`config.mk`:
```
export PLATFORM = sky130hd
export DESIGN_NAME = dsa_lane_scheduler
export DESIGN_NICKNAME = d
export VERILOG_FILES = /design/src/rtl/dsa_sched_pkg.sv /design/src/rtl/dsa_rr_arbiter.sv /design/src/rtl/dsa_lane_scheduler.sv
export SDC_FILE = /design/constraint.sdc
export NUM_CORES = 1
export LEC_CHECK = 0
export ABC_AREA = 1
export BUFFER_PORTS_ARGS = -buffer_cell sky130_fd_sc_hd__buf_2
export CORE_MARGIN = 5
export CORE_UTILIZATION = 53
export DETAILED_ROUTE_END_ITERATION = 6
export PLACE_DENSITY = 0.74
export REMOVE_ABC_BUFFERS = 1
export SETUP_SLACK_MARGIN = 0.15
export SLEW_MARGIN = 20
export SYNTH_ARGS = -nofsm -noshare
export SYNTH_HDL_FRONTEND = slang
export SYNTH_SLANG_ARGS = --single-unit
```
`constraint.sdc`:
```
create_clock -name clk -period 7.3 [get_ports clk]
set_clock_uncertainty 0.15 [all_clocks]
set_input_delay 1.095 -clock clk [delete_from_list [all_inputs] [get_ports clk]]
set_output_delay 1.095 -clock clk [all_outputs]
set_load 0.01 [all_outputs]
```
`src/rtl/dsa_sched_pkg.sv`:
```
// dsa_sched_pkg: shared state encoding and default widths for the lane scheduler
//   state_t         : S_IDLE, S_DISPATCH, S_DRAIN, S_DONE
//   DEF_NUM_LANES   : default lane count
//   DEF_COORD_W     : default coordinate / dimension width
//   DEF_IDX_W       : default linear index / counter width
package dsa_sched_pkg;
    typedef enum logic [1:0] {S_IDLE, S_DISPATCH, S_DRAIN, S_DONE} state_t;
    localparam int DEF_NUM_LANES = 4;
    localparam int DEF_COORD_W   = 16;
    localparam int DEF_IDX_W     = 32;
endpackage

```
`src/rtl/dsa_rr_arbiter.sv`:
```
// dsa_rr_arbiter: combinational masked-priority round-robin grant
//   free  in  NUM_LANES : lanes available for a new pixel
//   ptr   in  PTR_W     : lane with highest priority this cycle
//   grant out NUM_LANES : one-hot grant, all-zero when nothing is free
module dsa_rr_arbiter #(
    parameter int NUM_LANES = 4,
    parameter int PTR_W     = (NUM_LANES > 1) ? $clog2(NUM_LANES) : 1
) (
    input  logic [NUM_LANES-1:0] free,
    input  logic [PTR_W-1:0]     ptr,
    output logic [NUM_LANES-1:0] grant
);
    logic [NUM_LANES-1:0] masked;
    // lanes at or above ptr win first; otherwise wrap to the lowest free lane
    assign masked = free & ~((NUM_LANES'(1) << ptr) - NUM_LANES'(1));
    assign grant  = |masked ? masked & (~masked + NUM_LANES'(1))
                            : free & (~free + NUM_LANES'(1));
endmodule

```
`src/rtl/dsa_lane_scheduler.sv`:
```
// dsa_lane_scheduler: raster-order pixel dispatch across interpolation lanes
//   start                 in  : begin a frame (honoured only when idle)
//   out_width/out_height  in  : frame size, latched on an accepted start
//   lane_done             in  : per-lane completion pulse
//   lane_start            out : one-hot dispatch of the current pixel
//   lane_x/lane_y         out : coordinates of the pixel on offer
//   lane_index            out : linear index y*width+x of that pixel
//   busy/ready/done       out : frame status decoded from the state
//   pixels_done           out : completions accepted in the current/last frame
module dsa_lane_scheduler
    import dsa_sched_pkg::*;
#(
    parameter int NUM_LANES = DEF_NUM_LANES,
    parameter int COORD_W   = DEF_COORD_W,
    parameter int IDX_W     = DEF_IDX_W,
    parameter int PTR_W     = (NUM_LANES > 1) ? $clog2(NUM_LANES) : 1
) (
    input  logic                 clk,
    input  logic                 rst_n,
    input  logic                 start,
    input  logic [COORD_W-1:0]   out_width,
    input  logic [COORD_W-1:0]   out_height,
    input  logic [NUM_LANES-1:0] lane_done,
    output logic [NUM_LANES-1:0] lane_start,
    output logic [COORD_W-1:0]   lane_x,
    output logic [COORD_W-1:0]   lane_y,
    output logic [IDX_W-1:0]     lane_index,
    output logic                 busy,
    output logic                 ready,
    output logic                 done,
    output logic [IDX_W-1:0]     pixels_done
);
    state_t               state;
    logic [COORD_W-1:0]   w, h;
    logic [IDX_W-1:0]     disp_cnt, total, done_cnt, pd_next;
    logic [NUM_LANES-1:0] free, grant, acc;
    logic [PTR_W-1:0]     rr_ptr, gi;

    dsa_rr_arbiter #(.NUM_LANES(NUM_LANES), .PTR_W(PTR_W)) u_arb (
        .free  (free),
        .ptr   (rr_ptr),
        .grant (grant)
    );

    assign total      = IDX_W'(w) * IDX_W'(h);
    // completions from lanes already marked free are stale and dropped
    assign acc        = lane_done & ~free;
    assign lane_start = (state == S_DISPATCH) ? grant : '0;
    assign busy       = (state == S_DISPATCH) || (state == S_DRAIN);
    assign ready      = state == S_IDLE;
    assign done       = state == S_DONE;
    assign pd_next    = pixels_done + done_cnt;

    always_comb begin
        gi       = '0;
        done_cnt = '0;
        for (int i = 0; i < NUM_LANES; i++) begin
            gi       = grant[i] ? PTR_W'(i) : gi;
            done_cnt = done_cnt + IDX_W'(acc[i]);
        end
    end

    always_ff @(posedge clk) begin
        if (!rst_n) begin
            state       <= S_IDLE;
            w           <= '0;
            h           <= '0;
            lane_x      <= '0;
            lane_y      <= '0;
            lane_index  <= '0;
            disp_cnt    <= '0;
            pixels_done <= '0;
            free        <= '1;
            rr_ptr      <= '0;
        end else begin
            free        <= (free & ~lane_start) | acc;
            pixels_done <= pd_next;
            case (state)
                S_IDLE: if (start) begin
                    w           <= out_width;
                    h           <= out_height;
                    lane_x      <= '0;
                    lane_y      <= '0;
                    lane_index  <= '0;
                    disp_cnt    <= '0;
                    pixels_done <= '0;
                    state       <= (out_width == '0 || out_height == '0) ? S_DONE : S_DISPATCH;
                end
                S_DISPATCH: if (|lane_start) begin
                    lane_x     <= (lane_x == w - 1'b1) ? '0 : lane_x + 1'b1;
                    lane_y     <= (lane_x == w - 1'b1) ? lane_y + 1'b1 : lane_y;
                    lane_index <= lane_index + 1'b1;
                    disp_cnt   <= disp_cnt + 1'b1;
                    rr_ptr     <= (gi == PTR_W'(NUM_LANES - 1)) ? '0 : gi + 1'b1;
                    if (disp_cnt + 1'b1 == total) state <= S_DRAIN;
                end
                // the completion accepted on this edge counts toward the exit
                S_DRAIN: if (pd_next == total) state <= S_DONE;
                default: state <= S_IDLE;
            endcase
        end
    end
endmodule

```
==> impl_metrics.env, run 1 <==
export IMPL_run_status="complete, no violations"
export IMPL_core_mm2=0.0385
export IMPL_cp_required_ns=7.56
export IMPL_synth_area_leader_cell="fa_1"
export IMPL_drive_gt1_share_pct=9.03
export IMPL_ioPinCount=142
export IMPL_fin_tns_setup_ns=0
export IMPL_stdcell_count=3764
export IMPL_postRouteAntennaNets=0
export IMPL_cts_setup_buffers=0
export IMPL_yosys_register_bits=168
export IMPL_multi_input_area_mm2=0.0144
export IMPL_nNetsFinal=3585
export IMPL_tightest_slew_ns=0.942
export IMPL_routed_via_count=19942
export IMPL_syn_cell_area_mm2=0.0205
export IMPL_synth_avg_cell_area_um2=6.54
export IMPL_cts_hold_buf=0
export IMPL_clock_latency_ns=0.47
export IMPL_die_height_um=207
export IMPL_synth_distinct_cells=52
export IMPL_final_common_cell="nand2_1"
export IMPL_yosysWarnings=0
export IMPL_cts_buffers=17
export IMPL_path_max_fanout=10
export IMPL_dieArea_mm2=0.0428
export IMPL_maxSlewViolCount=0
export IMPL_clk_pin_slew_ns=0.08
export IMPL_worstSetupPathType="register to register"
export IMPL_die_w_um=207
export IMPL_startpoint_type="register"
export IMPL_final_cell_mix="nand2_1 (972), inv_1 (587), nor2_1 (284), nand3_1 (199), fa_1 (196)"
export IMPL_setup_violations_final=0
export IMPL_avgRoutedWirePerCell_um=15.8
export IMPL_fmax_ghz=0.149
export IMPL_clock_sinks=168
export IMPL_row_count=72
export IMPL_via_per_inst=5.30
export IMPL_cts_buffer_depth=2
export IMPL_placement_io_buffers=141
export IMPL_first_pass_iters=5
export IMPL_grt_setup_unrepaired="false"
export IMPL_grt_use_met1_pct=38.3
export IMPL_hold_ws_ns=0.337
export IMPL_power_density_mw_per_mm2=279
export IMPL_initial_core_util_pct=53.4
export IMPL_power_leakage_nw=10.9
export IMPL_hold_viol_final=0
export IMPL_synth_edf_count=0
export IMPL_drv_cap=0
export IMPL_cp_data_arrival_time_ns=6.97
export IMPL_cts_root_buf="clkbuf_16"
export IMPL_cts_tree="built"
export IMPL_grt_max_degree=71
export IMPL_overflow=0
export IMPL_synth_area_top_cells="fa_1 (19%), nand2_1 (18%), dfxtp_1 (16%), inv_1 (11%), ha_1 (7.2%)"
export IMPL_hold_class="register to register"
export IMPL_finalPower_mw=6.21
export IMPL_grt_pass1_vias=19646
export IMPL_use_met3_pct=4.89
export IMPL_place_hpwl_um=48800
export IMPL_syn_instance_count=3141
export IMPL_synth_top_area_share_pct=19.1
export IMPL_grt_usage_pct=28.6
export IMPL_ys_dominant_reg_cell="dfxtp_1"
export IMPL_end_kind="register"
export IMPL_wl_um=59600
export IMPL_grt_busiest_layer="met2"
export IMPL_met2_usage_pct=46.8
export IMPL_first_iter_violations=1580
export IMPL_routabilityCongestion=0.968
export IMPL_post_route_period_util_pct=92.0
export IMPL_slew_headroom_pct=37.1
export IMPL_ff_latch_area_mm2=0.00338
export IMPL_placed_cells=3730
export IMPL_route_detailed_drc=0
export IMPL_seq_area_frac_synth_pct=16.4
export IMPL_antenna_found_initial=3
export IMPL_period_needed_ns=6.71
export IMPL_synth_async_reset_ratio_pct=0
export IMPL_post_route_util_pct=57.8
export IMPL_grt_pass1_wl_um=98100
export IMPL_vdd_drop_max_v=0.000209
export IMPL_htreeDepth=4
export IMPL_fillCellCount=3784
export IMPL_area_growth_syn_to_layout_pct=8.28
-- metal layers --
metal,vias up,wire length (um)
li1,9729,-
met1,9387,25600
met2,724,27300
met3,102,4640
met4,0,2050
met5,-,0
-- critical path: stages, from the launching register on --
cell     delay [ns]
dfxtp_1        0.60
buf_4          0.27
nand2_1        0.09
fa_1           0.49
fa_1           0.54
fa_1           0.45
fa_1           0.53
fa_1           0.52
fa_1           0.54
inv_1          0.04
ha_1           0.41
nand2_1        0.17
nor4_2         0.49
nand3_1        0.21
nand2_1        0.13
nand2_1        0.08
nand3_1        0.09
nand2_1        0.06
nor2_1         0.08
nand2_1        0.05
nor2_1         0.12
nand3_1        0.14
nand2_2        0.12
nand3_2        0.09
nand2_1        0.07
inv_1          0.04
nor2_1         0.10
-- report_power, final --
part	internal, mW	switching, mW
combinational	1.40	2.68
sequential	0.995	0.221
clock	0.460	0.446
total	2.86	3.35
-- cell usage after synthesis, types with 8 or more instances --
library cell	instances
nor2_2	16
nand3b_1	14
clkbuf_1	68
xnor2_1	27
nor2_1	285
nor3_1	52
nand2_1	972
dfxtp_1	168
buf_2	16
inv_1	588
buf_1	11
xor2_1	73
nand3_2	8
a21oi_1	117
nand4_1	45
nor4_1	14
nand2_2	11
ha_1	119
fa_1	196
nand3_1	199
o21ai_0	58
-- kinds of logic (layout without fill, tap and decap cells) --
family | after synthesis | count (layout) | share of synthesized area (%)
AND/OR/NAND/NOR | 1649 | 1649 | 34.1
buffers and inverters | 706 | 809 | 13.5
adder cells (fa/ha/maj) | 315 | 315 | 26.4
AO/OA/AOI/OAI | 200 | 200 | 5.15
flip-flops | 168 | 168 | 16.4
XOR/XNOR | 103 | 103 | 4.50
other | 0 | 2 | 0
-- per-stage QoR --
step	instance area (um2)	setup WS [ns]
3_5_place_dp	21700	0.342
3_3_place_gp	21700	0.399
5_1_grt	22200	0.124
2_1_floorplan	20000	1.39
4_1_cts	22200	0.319
6_report	22200	0.587
-- timing repair --
item / in CTS / in global routing
setup endpoints to repair: 0 / 2
resized for setup: 0 / 11
endpoints found under the hold margin: 0 / 0
-- final cells by class --
type	instances	share of cell area, %
diodes	2	0.0225
clock buffers	21	2.07
clock inverters	11	0.394
inverters	596	10.1
multi-input cells	2267	64.8
flip-flops and latches	168	15.2
well taps	518	2.91
repair buffers	181	4.52
-- worst paths after layout --
check / from / slack, ns / end / cells after the start
max: h[7] / 0.59 / state[0] / 26
min: disp_cnt[31] / 0.34 / disp_cnt[31] / 2
max reg2reg: h[7] / 0.59 / state[0] / 26
min reg2reg: disp_cnt[31] / 0.34 / disp_cnt[31] / 2
-- state kept, by name, summed over array words and instances, names as in the netlist --
register	count
disp_cnt	32
lane_index	32
pixels_done	32
h	16
lane_x	16
lane_y	16
w	16
free	4
rr_ptr	2
state	2
Power figures use the tool's default switching activity.
==> run 2: changes to the inputs <==
- CORE_MARGIN: 5 -> 1.5
- MAX_ROUTING_LAYER: default -> met4
- clock period: 7.3 -> 6.2 ns (I/O delays scaled with it)
==> impl_metrics.env, run 2 (synthesis results as in run 1) <==
export IMPL_run_status="complete, no violations"
export IMPL_startpoint_type="register"
export IMPL_crit_start="h[1]"
export IMPL_placement_io_buffers=141
export IMPL_maxSlewViolCount=0
export IMPL_die_height_um=200
export IMPL_row_count=71
export IMPL_grt_setup_unrepaired="true"
export IMPL_postLayoutCellArea_mm2=0.0251
export IMPL_post_route_util_pct=66.1
export IMPL_ioPinCount=142
export IMPL_cp_required_ns=6.48
export IMPL_cts_root_buf="clkbuf_16"
export IMPL_die_w_um=200
export IMPL_hold_class="register to register"
export IMPL_clk_pin_slew_ns=0.09
export IMPL_via_per_inst=5.36
export IMPL_routabilityCongestion=0.987
export IMPL_nNetsFinal=3722
export IMPL_reg2reg_from="h[1]"
export IMPL_placedInstanceArea_mm2=0.0226
export IMPL_drv_cap=0
export IMPL_power_leakage_nw=12.1
export IMPL_drive_gt1_share_pct=20.6
export IMPL_post_route_period_util_pct=97.7
export IMPL_reg2reg_depth=32
export IMPL_setup_slack_ns=0.140
export IMPL_htreeDepth=4
export IMPL_avgRoutedWirePerCell_um=16.8
export IMPL_biggestRegsByFlops="disp_cnt (32), lane_index (32), pixels_done (32)"
export IMPL_postRouteAntennaNets=0
export IMPL_antenna_found_initial=2
export IMPL_grt_max_degree=71
export IMPL_dp_slack_ns=-0.350
export IMPL_place_hpwl_um=50100
export IMPL_path_max_fanout=4
export IMPL_finalPower_mw=9.46
export IMPL_power_density_mw_per_mm2=377
export IMPL_core_mm2=0.0379
export IMPL_routed_via_count=20872
export IMPL_vdd_drop_max_v=0.000345
export IMPL_fmax_ghz=0.165
export IMPL_fillCellCount=3346
export IMPL_dieArea_mm2=0.0399
export IMPL_critPathSlowestCell="fa_2"
export IMPL_cts_tree="built"
export IMPL_area_growth_syn_to_layout_pct=22.0
export IMPL_cts_buffer_depth=2
export IMPL_slew_headroom_pct=37.0
export IMPL_stdcell_count=3893
export IMPL_grt_usage_pct=33.3
export IMPL_hold_ws_ns=0.335
export IMPL_worstSetupPathType="register to register"
export IMPL_route_detailed_drc=0
export IMPL_clock_latency_ns=0.49
export IMPL_setup_violations_final=0
export IMPL_final_common_cell="nand2_1"
export IMPL_hold_viol_final=0
export IMPL_end_kind="register"
export IMPL_initial_core_util_pct=54.1
export IMPL_first_iter_violations=1601
export IMPL_final_cell_mix="nand2_1 (867), inv_1 (566), nor2_1 (254), fa_1 (180), nand3_1 (170)"
export IMPL_cp_data_arrival_time_ns=6.34
export IMPL_tightest_slew_ns=0.944
export IMPL_clock_sinks=168
export IMPL_endpoint="state[0]"
export IMPL_cts_buffers=17
export IMPL_overflow=0
export IMPL_first_pass_iters=7
export IMPL_period_needed_ns=6.06
export IMPL_max_stage_delay_ns=0.59
export IMPL_grt_pass1_vias=20308
export IMPL_fin_tns_setup_ns=0
export IMPL_cts_hold_buf=0
export IMPL_wl_um=65300
export IMPL_placed_cells=3825
export IMPL_r2r_slack_ns=0.14
export IMPL_r2r_end="state[0]"
export IMPL_grt_pass1_wl_um=101000
==> run 2: cell count changes in the layout (fill, tap and decap cells not counted), sizes merged <==
cell,change
buf,+135
bufinv,+3
clkbuf,-2
clkinv,+2
clkinvlp,-1
diode,-1
==> run 2: worst min-delay path by stage <==
| stage | end | cells past startpoint | from | slack, ns |
|---|---|---|---|---|
| 6_report | disp_cnt[31] | 2 | disp_cnt[31] | 0.33 |
| 5_1_grt | disp_cnt[13] | 2 | disp_cnt[13] | 0.37 |
| 3_3_place_gp | disp_cnt[13] | 2 | disp_cnt[13] | 0.32 |
| 3_5_place_dp | disp_cnt[31] | 2 | disp_cnt[31] | 0.32 |
| 4_1_cts | disp_cnt[31] | 2 | disp_cnt[31] | 0.34 |
| 2_1_floorplan | disp_cnt[31] | 2 | disp_cnt[31] | 0.31 |
==> run 2: per-layer routing <==
metal	global-route usage, %	routed length [um]	vias to the layer above
met5	-	0	-
met4	11.0	2100	0
met3	4.86	4550	142
met2	55.0	31000	813
met1	41.8	27600	9895
li1	-	-	10022
==> run 2: area by class of cell <==
cell class	count	area, um2	area share [%]
clock inverter	15	213	0.849
tap	511	639	2.55
sequential	168	3450	13.8
clock buffer	17	425	1.70
timing repair buffer	318	2420	9.66
antenna	1	2.50	0.00999
multi-input combinational	2267	15700	62.5
inverter	596	2240	8.94
==> run 2: what timing repair did <==
item	4_1_cts	5_1_grt
pin swaps	54	195
cloned	0	2
endpoints found under the setup margin	2	2
gates resized for setup	126	268
hold endpoints to repair	0	0
buffers inserted	5	28
==> run 2: where the power goes <==
part / leakage, nW / internal [mW] / switching (mW)
logic: 10.4 / 2.78 / 4.11
registers: 1.38 / 1.19 / 0.166
clock network: 0.304 / 0.651 / 0.561
==> run 2: critical path, delay by kind of cell, from the launching register on <==
kind,cells,cell delay [ns]
adder cells (fa/ha/maj),7,3.32
AO/OA/AOI/OAI,1,0.15
buffers and inverters,7,0.51
AND/OR/NAND/NOR,17,1.49
flip-flops,1,0.37
